**config.mk**
```make
export PLATFORM = sky130hd
export DESIGN_NAME = alu_muldiv
export DESIGN_NICKNAME = d
export VERILOG_FILES = /design/src/rtl/alu_muldiv.sv
export SDC_FILE = /design/constraint.sdc
export NUM_CORES = 1
export LEC_CHECK = 0
export CAP_MARGIN = 40
export CORE_MARGIN = 2
export CORE_UTILIZATION = 30
export DETAILED_ROUTE_END_ITERATION = 7
export MAX_ROUTING_LAYER = met4
export SETUP_SLACK_MARGIN = 0.15
export SKIP_CTS_REPAIR_TIMING = 1
export SKIP_LAST_GASP = 1
export SYNTH_ARGS = -nofsm -noshare
export SYNTH_HDL_FRONTEND = slang
export SYNTH_SLANG_ARGS = --single-unit
```
**constraint.sdc**
```tcl
create_clock -name clock_i -period 10.8 [get_ports clock_i]
set_clock_uncertainty 0.15 [all_clocks]
set_input_delay 3.24 -clock clock_i [delete_from_list [all_inputs] [get_ports clock_i]]
set_output_delay 3.24 -clock clock_i [all_outputs]
set_load 0.01 [all_outputs]
```
**src/rtl/alu_muldiv.sv**
```systemverilog
// Iterative multiply/divide unit with HI/LO architectural registers and move-to/from support.
// func_i codes: 1 Muls, 2 Mulu, 3 Divs, 4 Divu, 5 Mthi, 6 Mtlo, 7 Mfhi, 8 Mflo; any other code is ignored.
module alu_muldiv #(
    parameter int Width = 32,
    parameter int Iters = Width
) (
    input  logic             clock_i,
    input  logic             reset_i,
    input  logic             start_i,
    input  logic [3:0]       func_i,
    input  logic [Width-1:0] a_i,
    input  logic [Width-1:0] b_i,
    input  logic             flush_i,
    output logic             busy_o,
    output logic             done_o,
    output logic [Width-1:0] result_o,
    output logic [Width-1:0] hi_o,
    output logic [Width-1:0] lo_o
);

    // state   | meaning
    // IDLE    | accepts start; moves complete here in one edge
    // RUN     | one shift-add or restoring-divide step per cycle
    // FIX     | sign correction and HI/LO write-back
    typedef enum logic [1:0] {ST_IDLE, ST_RUN, ST_FIX} state_t;

    localparam logic [3:0] FUNC_MULS = 4'h1;
    localparam logic [3:0] FUNC_MULU = 4'h2;
    localparam logic [3:0] FUNC_DIVS = 4'h3;
    localparam logic [3:0] FUNC_DIVU = 4'h4;
    localparam logic [3:0] FUNC_MTHI = 4'h5;
    localparam logic [3:0] FUNC_MTLO = 4'h6;
    localparam logic [3:0] FUNC_MFHI = 4'h7;
    localparam logic [3:0] FUNC_MFLO = 4'h8;

    localparam int CntW = $clog2(Iters);
    localparam logic [CntW-1:0] CntLast = CntW'(Iters - 1);

    state_t               state_q, state_d;
    logic [CntW-1:0]      cnt_q, cnt_d;
    logic [2*Width-1:0]   acc_q, acc_d;
    logic [Width-1:0]     mcand_q, mcand_d;
    logic                 sign_a_q, sign_a_d;
    logic                 sign_b_q, sign_b_d;
    logic                 is_div_q, is_div_d;
    logic [Width-1:0]     hi_q, hi_d;
    logic [Width-1:0]     lo_q, lo_d;
    logic [Width-1:0]     result_q, result_d;
    logic                 done_q, done_d;

    logic [Width-1:0]     a_abs, b_abs;
    logic [Width:0]       mul_sum;
    logic [Width:0]       div_shift;
    logic [Width:0]       div_diff;
    logic [2*Width-1:0]   prod_neg;
    logic [Width-1:0]     quot, rem;

    assign a_abs = a_i[Width-1] ? (~a_i + 1'b1) : a_i;
    assign b_abs = b_i[Width-1] ? (~b_i + 1'b1) : b_i;

    // Multiply keeps {partial_product, multiplier}; divide keeps {remainder, dividend/quotient}.
    assign mul_sum   = {1'b0, acc_q[2*Width-1:Width]} + (acc_q[0] ? {1'b0, mcand_q} : '0);
    assign div_shift = {acc_q[2*Width-1:Width], acc_q[Width-1]};
    assign div_diff  = div_shift - {1'b0, mcand_q};

    assign prod_neg = ~acc_q + 1'b1;
    assign quot     = acc_q[Width-1:0];
    assign rem      = acc_q[2*Width-1:Width];

    always_ff @(posedge clock_i or posedge reset_i) begin
        if (reset_i) begin
            state_q  <= ST_IDLE;
            cnt_q    <= '0;
            acc_q    <= '0;
            mcand_q  <= '0;
            sign_a_q <= 1'b0;
            sign_b_q <= 1'b0;
            is_div_q <= 1'b0;
            hi_q     <= '0;
            lo_q     <= '0;
            result_q <= '0;
            done_q   <= 1'b0;
        end else begin
            state_q  <= state_d;
            cnt_q    <= cnt_d;
            acc_q    <= acc_d;
            mcand_q  <= mcand_d;
            sign_a_q <= sign_a_d;
            sign_b_q <= sign_b_d;
            is_div_q <= is_div_d;
            hi_q     <= hi_d;
            lo_q     <= lo_d;
            result_q <= result_d;
            done_q   <= done_d;
        end
    end

    always_comb begin
        state_d  = state_q;
        cnt_d    = cnt_q;
        acc_d    = acc_q;
        mcand_d  = mcand_q;
        sign_a_d = sign_a_q;
        sign_b_d = sign_b_q;
        is_div_d = is_div_q;
        hi_d     = hi_q;
        lo_d     = lo_q;
        result_d = result_q;
        done_d   = 1'b0;

        case (state_q)
            ST_IDLE: begin
                if (start_i && !flush_i) begin
                    case (func_i)
                        FUNC_MULS, FUNC_MULU, FUNC_DIVS, FUNC_DIVU: begin
                            logic signed_op;
                            logic [Width-1:0] op_a, op_b;
                            signed_op = (func_i == FUNC_MULS) || (func_i == FUNC_DIVS);
                            op_a      = signed_op ? a_abs : a_i;
                            op_b      = signed_op ? b_abs : b_i;
                            is_div_d  = (func_i == FUNC_DIVS) || (func_i == FUNC_DIVU);
                            sign_a_d  = signed_op & a_i[Width-1];
                            sign_b_d  = signed_op & b_i[Width-1];
                            cnt_d     = '0;
                            state_d   = ST_RUN;
                            if (is_div_d) begin
                                acc_d   = {{Width{1'b0}}, op_a};
                                mcand_d = op_b;
                            end else begin
                                acc_d   = {{Width{1'b0}}, op_b};
                                mcand_d = op_a;
                            end
                        end
                        FUNC_MTHI: begin
                            hi_d   = a_i;
                            done_d = 1'b1;
                        end
                        FUNC_MTLO: begin
                            lo_d   = a_i;
                            done_d = 1'b1;
                        end
                        FUNC_MFHI: begin
                            result_d = hi_q;
                            done_d   = 1'b1;
                        end
                        FUNC_MFLO: begin
                            result_d = lo_q;
                            done_d   = 1'b1;
                        end
                        default: ;
                    endcase
                end
            end
            ST_RUN: begin
                if (flush_i) begin
                    state_d = ST_IDLE;
                end else begin
                    if (is_div_q) begin
                        if (!div_diff[Width]) begin
                            acc_d = {div_diff[Width-1:0], acc_q[Width-2:0], 1'b1};
                        end else begin
                            acc_d = {div_shift[Width-1:0], acc_q[Width-2:0], 1'b0};
                        end
                    end else begin
                        acc_d = {mul_sum, acc_q[Width-1:1]};
                    end
                    cnt_d = cnt_q + 1'b1;
                    if (cnt_q == CntLast) begin
                        state_d = ST_FIX;
                    end
                end
            end
            ST_FIX: begin
                state_d = ST_IDLE;
                if (!flush_i) begin
                    done_d = 1'b1;
                    if (is_div_q) begin
                        // A zero divisor leaves the dividend magnitude in rem, so hi returns a unchanged.
                        if (mcand_q == '0) begin
                            lo_d = '1;
                        end else begin
                            lo_d = (sign_a_q ^ sign_b_q) ? (~quot + 1'b1) : quot;
                        end
                        hi_d = sign_a_q ? (~rem + 1'b1) : rem;
                    end else begin
                        {hi_d, lo_d} = (sign_a_q ^ sign_b_q) ? prod_neg : acc_q;
                    end
                end
            end
            default: state_d = ST_IDLE;
        endcase
    end

    assign busy_o   = (state_q != ST_IDLE);
    assign done_o   = done_q;
    assign result_o = result_q;
    assign hi_o     = hi_q;
    assign lo_o     = lo_q;

endmodule

```
==> out/metrics.cfg <==
[clock_network]
clk_latency_ps = 540
clock_path_buffers = 3
cts_root_buffer = clkbuf_16
cts_inserted_buffers = 25
cts_htree_levels = 1
cts_tree = yes
clock-sinks = 203
clkTransAtPathRegs_ps = 70

[route]
ant_nets = 0
drc_errors = 0
wl_per_cell_microns = 22.7
drtIter0Drc = 1810
drt_wl_total_microns = 66100
drtPass1Iterations = 7
via_count = 16879
drt-vias-per-instance = 5.79

[setup_path]
start_kind = primary input
path_class = primary input to flop
required_ps = 11120
setup.worst_path.end_class = flop
crit_arrival_ps = 6770
crit_fanout = 6

[hold_path]
hold_class = flop to flop

[global_routing]
grt_max_degree = 91
grt_use_total_pct = 23.1
grt_pass1_wl_microns = 99000
antenna_found_initial = 3
grt_pass1_vias = 15519
grt.overflow.total = 0

[timing]
holdWs_ps = 353
min_period_ps = 6450
fin_crit_sh_pct = 59.7
tightest_slew_ps = 877
max_slew_margin_pct = 41.5
drv_slew = 0
hold_viol = 0
rsz0062_at_grt = no
max_freq_mhz = 155
totalNegativeSetupSlack_ps = 0
setup_violations = 0

[power]
p_leak_nw = 8.11
peakVddDrop_mv = 0.116
powerDensity_mw_per_mm2 = 242

[synthesis]
synth_top_area_share_pct = 30.7
yosys.area.top_type = dfrtp_1
ys_top_cells_by_area = dfrtp_1 31%, a21oi_1 7.0%, nor2_1 5.8%, o21ai_0 5.4%, ha_1 5.3%
synth_area_per_cell_sq_um = 7.89
synth_area_sq_mm = 0.0165
syn-num-nets = 2239
seq_area_frac_synth_pct = 30.7
synthTopCellsByCount = 254 x nor2_1, 231 x a21oi_1, 203 x dfrtp_1, 190 x nand2_1, 179 x o21ai_0
synth_seq_cells = 203
synthArstFlopShare_pct = 100
synth-main-ff-cell = dfrtp_1
synth-edff-count = 0
synth.distinct_cells = 84
synth.most_common_cell = nor2_1
synthCells = 2095
ys.warnings.count = 0

[job]
max-cap-violations = 0

[die]
die_w_microns = 239
fp.coreArea_sq_mm = 0.0548
num_rows = 86
design.die.area_sq_mm = 0.0570
io-pin-count = 170
start_util_pct = 30.2
die_y_microns = 239

[run_status]
run_status = complete, no violations

[placement]
place_area_sq_mm = 0.0190
gp_congestion = 0.989
post-dp-hpwl_microns = 51000
port-buffer-count = 169

[final_layout]
finalInstanceArea_sq_mm = 0.0198
syn_to_final_growth_pct = 19.9
nets = 2336
layout-drive-gt1-share_pct = 5.57

-- cell usage in the layout, fill, tap and decap left out, types with 57 or more instances in the layout --
master / n
xor2_1: 72
a21oi_1: 230
o21ai_0: 179
nand2_1: 190
dfrtp_1: 202
ha_1: 70
clkdlybuf4s50_1: 169
nor3_1: 57
nor2_1: 250
mux2i_1: 75
xnor2_1: 95
-- layer usage --
metal	global-route usage, %	share of wire [%]
met5	-	0
met4	6.91	3.2
met3	3.28	8.5
met2	33.9	43
met1	32.7	45
-- report_power, final --
group	switching (mW)	total, mW	internal [mW]
registers	0.416	1.39	0.973
clock network	0.362	0.875	0.514
logic	1.46	2.53	1.07
-- final cells by class --
cell class | instances | area (sq um)
Antenna cell | 3 | 7.51
Clock buffer | 34 | 719
Clock inverter | 10 | 114
Fill cell | 5557 | 35000
Inverter | 57 | 221
Multi-Input combinational cell | 1702 | 10800
Sequential cell | 203 | 5080
Tap cell | 704 | 881
Timing Repair Buffer | 203 | 2030
-- worst max-delay path, stage by stage --
cell and delay, ps:
clkdlybuf4s50_1 600, or3_1 480, nor4_1 540, nand4b_1 390
or4_1 640, o31ai_1 270, xor2_1 130, or3_1 320
a31oi_1 160
-- metrics by stage --
step | power [mW] | std cells | worst slack (ps) | util (%)
6_report | 4.79 | 2916 | 4350 | 36.2
2_1_floorplan | 2.94 | 2095 | 1870 | -
5_1_grt | 5.10 | 2916 | 4240 | 36.2
3_3_place_gp | 3.83 | 2860 | 3750 | 34.4
3_5_place_dp | 3.88 | 2869 | 3900 | 34.7
4_1_cts | 4.75 | 2913 | 4470 | 36.2
-- logic make-up (layout without fill, tap and decap cells) --
logic type,count (synthesis),after routing,share of synthesized area (%)
multiplexers,79,79,4.82
other,0,3,0
flip-flops,203,203,30.7
adder cells (fa/ha/maj),72,72,5.54
AND/OR/NAND/NOR,697,697,20.1
buffers and inverters,190,304,4.54
AO/OA/AOI/OAI,687,687,25.4
XOR/XNOR,167,167,8.85
-- flip-flops by register name (all words and copies together) (netlist names) --
| signal | cells |
|---|---|
| state_q | 2 |
| cnt_q | 5 |
| is_div_q | 1 |
| done_o | 1 |
| lo_o | 32 |
| hi_o | 32 |
| sign_b_q | 1 |
| result_o | 32 |
| acc_q | 64 |
| mcand_q | 32 |
| sign_a_q | 1 |
-- final timing paths --
check,start,end,slack (ps),cells past startpoint
max,a_i[3],acc_q[28]$_DFFE_PP0P_,4350,9
min,mcand_q[18]$_DFFE_PP0P_,mcand_q[18]$_DFFE_PP0P_,350,2
max reg2reg,acc_q[36]$_DFFE_PP0P_,acc_q[35]$_DFFE_PP0P_,6040,10
min reg2reg,mcand_q[18]$_DFFE_PP0P_,mcand_q[18]$_DFFE_PP0P_,350,2
max in group asynchronous,reset_i,mcand_q[7]$_DFFE_PP0P_,6260,3
min in group asynchronous,reset_i,result_o[23]$_DFFE_PP0P_,3090,2
Note: power is estimated with default switching activity, not from simulation.
==> edit 1 (same settings) <==
The 3 states of `state_t` get a one-hot encoding in 3 bits.
--- a/src/rtl/alu_muldiv.sv
+++ b/src/rtl/alu_muldiv.sv
@@ -22,7 +22,7 @@
     // IDLE    | accepts start; moves complete here in one edge
     // RUN     | one shift-add or restoring-divide step per cycle
     // FIX     | sign correction and HI/LO write-back
-    typedef enum logic [1:0] {ST_IDLE, ST_RUN, ST_FIX} state_t;
+    typedef enum logic [2:0] {ST_IDLE = 3'b001, ST_RUN = 3'b010, ST_FIX = 3'b100} state_t;
 
     localparam logic [3:0] FUNC_MULS = 4'h1;
     localparam logic [3:0] FUNC_MULU = 4'h2;
Function: no difference found for any inputs over 4 cycles, from zero or initial values and one cycle with reset_i high; so few cycles prove little.
==> edit 1 against the unedited design <==
- cell area grew 0.13%
- first-iteration DRC count fell by 15%
- synthesized cell count is 1.4% lower
- register-to-register slack better by 0.07 ns
- total power is 29% lower
- wire length down 5.1%
- largest cell class unchanged
- setup slack improved by 0.11 ns
- sequential share of layout area up 0.10 points
- sequential cell count up 1
- area after synthesis is 0.40% lower
- via count decreased by 3.0%
- die area decreased by 0.39%
==> edit 1: results (changes against the unedited design) <==
Global routing
  – Largest net degree at the start of global routing: 85 (-6.6%)
  – Total congestion overflow: 0 (unchanged)
  – Total GRT Usage: 22.3% (-0.79 points)
  – Vias in the first global route: 15,300 (-1.5%)
  – First-pass GRT wire length: 96,100 um (-3.0%)
  – Initial antenna violation count: 2 (-1)

Routing
  – First-pass DRT Iterations: 6 (-1)
  – Number of vias per cell: 5.68 (-1.9%)
  – 1st-iter DRT viols: 1,543 (-15%)
  – WL/cell: 21.8 um (-4.0%)

Placement
  – Place WS: 4.02 ns (+0.116 ns)
  – Port buffer count: 169 (unchanged)
  – RePlAce Congestion: 0.961 (-2.8%)
  – HPWL Detailed: 48,100 um (-5.7%)

Logic synthesis
  – Sequential area share after synthesis: 31.0% (+0.28 points)
  – Post-synthesis async set-or-reset flop share: 100% (unchanged)
  – Library cells used by synthesis: 79 (-6.0%)
  – Most instantiated cells after synthesis: 228 x nand2_1, 213 x nor2_1, 213 x o21ai_0, 203 x dfrtp_1, 152 x a21oi_1
  – Synth area leaders: dfrtp_1 31%, o21ai_0 6.5%, mux2i_1 6.0%
  – Post-Syn Nets: 2,210 (-1.3%)
  – Yosys Warn Count: 0 (unchanged)
  – Most used DFF post-synth: dfrtp_1

Final layout
  – Final net count: 2,310 (-1.1%)
  – Fill count: 5,551 (-0.11%)
  – Share of cells above drive strength 1: 5.63% (+0.061 points)
  – Largest Register: acc_q
  – Max reg flops: 64 (unchanged)

Clock tree
  – Clock buffer count from CTS: 26 (+4.0%)
  – Worst-path clk slew: 0.06 ns
  – Root Buffer: clkbuf_16
  – H-tree lvl count: 1 (unchanged)
  – Skew-Pair Late Insertion Delay: between 0.5 and 0.6 ns
  – Max clock buf depth: 3 (unchanged)

STA
  – Fin crit share: 58.7% (-1.0 points)
  – Slew HR: 39.5% (-2.0 points)

Worst setup path
  – CP Max Fanout: 6 (unchanged)
  – Slowest cell on crit path: nor3_1
  – Crit path largest cell delay: 0.71 ns (+0.07 ns)
  – CP top delay family: simple AND/OR/NAND/NOR gates
  – Reg2reg setup slack: 6.11 ns (+0.07 ns)
  – WP data arrival: 6.60 ns (-0.17 ns)

Power
  – Max IR drop VDD: 118 uV (+1.7%)
  – Leakage power: 8.25 nW (+1.8%)

Run status
  – Run status: complete, no violations

Worst hold path
  – Hold WC Path Type: reg -> reg
[edit 1: worst register-to-register path, delay by kind of cell (launching register included)]
| family | cells | cell delay [ns] |
|---|---|---|
| compound gates | 5 | 1.65 |
| fa+ha+maj | 2 | 0.70 |
| simple gates | 2 | 0.26 |
| flops | 1 | 0.47 |
| buf+inv | 3 | 0.91 |
| mux | 1 | 0.42 |
[edit 1: report_power, final]
part | leakage, nW | internal (mW) | switching [mW]
sequential | 2.60 | 0.931 | 0.206
combinational | 5.20 | 0.571 | 0.738
clock | 0.450 | 0.594 | 0.365
[edit 1: area by class of cell]
cell class	count	area share, %
sequential	204	25.7
inverter	70	1.36
clock inverter	13	0.996
clock buffer	34	3.69
antenna	1	0.0126
timing repair buffer	201	10.1
multi-input combinational	1663	53.7
tap	696	4.39
[edit 1: cells by family (layout without fill, tap and decap cells)]
kind of cell	count (synthesis)	count (layout)	share of synthesized area (%)
xor gates and xnor gates	175	175	9.31
and+or+nand+nor	668	668	18.8
muxes	103	103	6.30
other	0	1	0
buffers and inverters	199	318	4.70
AOI/OAI and AO/OA	645	645	24.3
adders and majority gates	72	72	5.57
DFF	204	204	31.0
[edit 1: per-layer routing]
| metal | share of wire, % | wire, um | track usage, % | up-vias |
|---|---|---|---|---|
| met5 | 0 | 0 | - | - |
| met4 | 2.2 | 1400 | 5.02 | 0 |
| met3 | 7.4 | 4630 | 2.36 | 79 |
| met2 | 43 | 26800 | 32.8 | 708 |
| met1 | 48 | 29900 | 32.7 | 7900 |
| li1 | - | - | - | 7682 |
[edit 1: path summary, 6_finish.rpt]
| kind | start | to | cells past startpoint |
|---|---|---|---|
| max in group asynchronous | reset_i | lo_o[28]$_DFFE_PP0P_ | 4 |
| hold / removal | cnt_q[2]$_DFFE_PP0P_ | cnt_q[2]$_DFFE_PP0P_ | 1 |
| hold reg to reg | cnt_q[2]$_DFFE_PP0P_ | cnt_q[2]$_DFFE_PP0P_ | 1 |
| min in group asynchronous | reset_i | result_o[6]$_DFFE_PP0P_ | 2 |
| setup / recovery | a_i[1] | mcand_q[24]$_DFFE_PP0P_ | 11 |
| setup reg to reg | acc_q[31]$_DFFE_PP0P_ | acc_q[59]$_DFFE_PP0P_ | 13 |
[edit 1: through the flow]
step                cell area (um^2)  total power [mW]  instances  hold slack, ns
floorplan                      16500              1.89       2066           0.300
global placement               18800              2.41       2824           0.322
detailed placement             18900              2.44       2834           0.339
CTS                            19800              3.40       2881           0.351
global route                   19800              3.59       2882           0.376
finish                         19800              3.40       2882           0.350
==> edit 2 (same settings) <==
Made on the original files. Set the parameter `Width` to 16 (it was 32).
--- a/src/rtl/alu_muldiv.sv
+++ b/src/rtl/alu_muldiv.sv
@@ -1,7 +1,7 @@
 // Iterative multiply/divide unit with HI/LO architectural registers and move-to/from support.
 // func_i codes: 1 Muls, 2 Mulu, 3 Divs, 4 Divu, 5 Mthi, 6 Mtlo, 7 Mfhi, 8 Mflo; any other code is ignored.
 module alu_muldiv #(
-    parameter int Width = 32,
+    parameter int Width = 16,
     parameter int Iters = Width
 ) (
     input  logic             clock_i,
Ports: changed (5 resized); port bits go from 170 to 90. The function was not compared with the original's and may differ.
==> edit 2 against the unedited design <==
- cell area fell by 49%
- area after synthesis fell by 49%
- register-to-register slack improved by 1.1 ns
- setup slack improved by 0.45 ns
- sequential cell count fell by 97
- core utilization rose by 0.096 points
- wire length fell by 58%
- total power fell by 56%
- cell count fell by 48%
- largest power group unchanged
==> edit 2: results (changes against the unedited design) <==
Clock tree
  – Max clock buf depth: 2 (-1)
  – Clock buffer count from CTS: 9 (-64%)
  – H-tree lvl count: 3 (+2)

Logic synthesis
  – Most instantiated cells after synthesis: 118 x nor2_1, 107 x nand2_1, 106 x dfrtp_1, 95 x a21oi_1, 94 x o21ai_0
  – Post-Syn Nets: 1,149 (-49%)
  – Library cells used by synthesis: 70 (-17%)
  – Synth area leaders: dfrtp_1 31%, a21oi_1 5.6%, o21ai_0 5.6%
  – Sequential area share after synthesis: 31.3% (+0.56 points)

Run status
  – Run status: complete, no violations

Final layout
  – Max reg flops: 32 (-50%)
  – N_diodes: 0 (-3)
  – Fill count: 2,960 (-47%)
  – Share of cells above drive strength 1: 5.49% (-0.081 points)
  – Final net count: 1,204 (-48%)

Worst setup path
  – CP Max Fanout: 51 (+45)
  – FF-to-FF End: acc_q[29]$_DFFE_PP0P_
  – Worst r2r src: acc_q[16]$_DFFE_PP0P_
  – CP startpoint: flush_i
  – Reg2reg setup slack: 7.17 ns (+1.13 ns)
  – Crit path largest cell delay: 0.62 ns (-0.02 ns)
  – Slowest cell on crit path: nand2_1

Routing
  – 1st-iter DRT viols: 649 (-64%)
  – Total wire length: 27,500 um (-58%)
  – First-pass DRT Iterations: 5 (-2)
  – DR vias: 8,091 (-52%)

Placement
  – RePlAce Congestion: 0.919 (-7.1%)
  – Port buffer count: 89 (-47%)
  – Placed cell area: 0.00977 mm^2 (-49%)

Global routing
  – First-pass GRT wire length: 43,200 um (-56%)
  – Total GRT Usage: 19.2% (-3.9 points)
  – Initial antenna violation count: 0 (-3)
  – Largest net degree at the start of global routing: 52 (-43%)

Power
  – Flop pwr share: 31.1% (+2.1 points)
  – P_int: 1.15 mW (-55%)
  – Combinational Power: 1.09 mW (-57%)

STA
  – Least-Margin Pin Slew: 0.879 ns (+0.00169 ns)
edit 2: changes by cell type after synthesis, moves of 24 or more:
cell | before | now
o21ai_0 | 179 | 94
mux2i_1 | 75 | 44
nand2_1 | 190 | 107
nor2_1 | 254 | 118
dfrtp_1 | 203 | 106
clkbuf_1 | 108 | 48
xnor2_1 | 95 | 47
xor2_1 | 72 | 29
ha_1 | 70 | 37
a21oi_1 | 231 | 95
a21o_1 | 34 | 10
edit 2: area by class of cell:
cell class,instances,area [um^2],area share (%)
Multi-Input combinational cell,868,5460,54.2
Sequential cell,106,2650,26.3
Timing Repair Buffer,104,1040,10.4
Tap cell,378,473,4.69
Clock buffer,9,225,2.23
Inverter,36,138,1.37
Clock inverter,7,88.8,0.881
edit 2: stage by stage:
stage / setup WS, ns / std cells / util (%) / power (mW)
6_report: 4.80 / 1508 / 36.3 / 2.08
5_1_grt: 4.59 / 1508 / 36.3 / 2.24
4_1_cts: 4.84 / 1508 / 36.3 / 2.08
3_5_place_dp: 4.47 / 1492 / 35.2 / 1.73
3_3_place_gp: 4.46 / 1487 / 34.9 / 1.71
2_1_floorplan: 4.62 / 1070 / - / 1.35
edit 2: worst min path at each step:
stage                     slack (ns)                   end                 start
after global routing            0.39  hi_o[15]$_DFFE_PP0P_  hi_o[15]$_DFFE_PP0P_
final                           0.36  cnt_q[1]$_DFFE_PP0P_  cnt_q[1]$_DFFE_PP0P_
after floorplan                 0.32  cnt_q[1]$_DFFE_PP0P_  cnt_q[1]$_DFFE_PP0P_
after detailed placement        0.35   lo_o[7]$_DFFE_PP0P_   lo_o[7]$_DFFE_PP0P_
after global placement          0.33  cnt_q[1]$_DFFE_PP0P_  cnt_q[1]$_DFFE_PP0P_
after CTS                       0.37  cnt_q[1]$_DFFE_PP0P_  cnt_q[1]$_DFFE_PP0P_
edit 2: worst max-delay path, delay by kind of cell:
family                 cells  cell delay (ns)
and+or+nand+nor            4             1.60
buffers and inverters      2             0.80
AOI/OAI and AO/OA          3             0.41
edit 2: per-layer routing:
layer | up-vias | part of all wire, % | routed length [um] | global-route usage [%]
met5 | - | 0 | 0 | -
met4 | 0 | 1.6 | 442 | 4.68
met3 | 28 | 6.2 | 1710 | 2.82
met2 | 276 | 43 | 11900 | 28.6
met1 | 3826 | 49 | 13500 | 27.2
li1 | 3961 | - | - | -
edit 2: cells by family (layout without fill, tap and decap cells):
| group | count (synthesis) | after routing | share of synthesized area, % |
|---|---|---|---|
| buffers and inverters | 96 | 156 | 4.52 |
| xor gates and xnor gates | 76 | 76 | 7.85 |
| muxes | 51 | 51 | 6.13 |
| AOI/OAI and AO/OA | 318 | 318 | 22.6 |
| and+or+nand+nor | 384 | 384 | 21.6 |
| DFF | 106 | 106 | 31.3 |
| adders and majority gates | 39 | 39 | 5.94 |
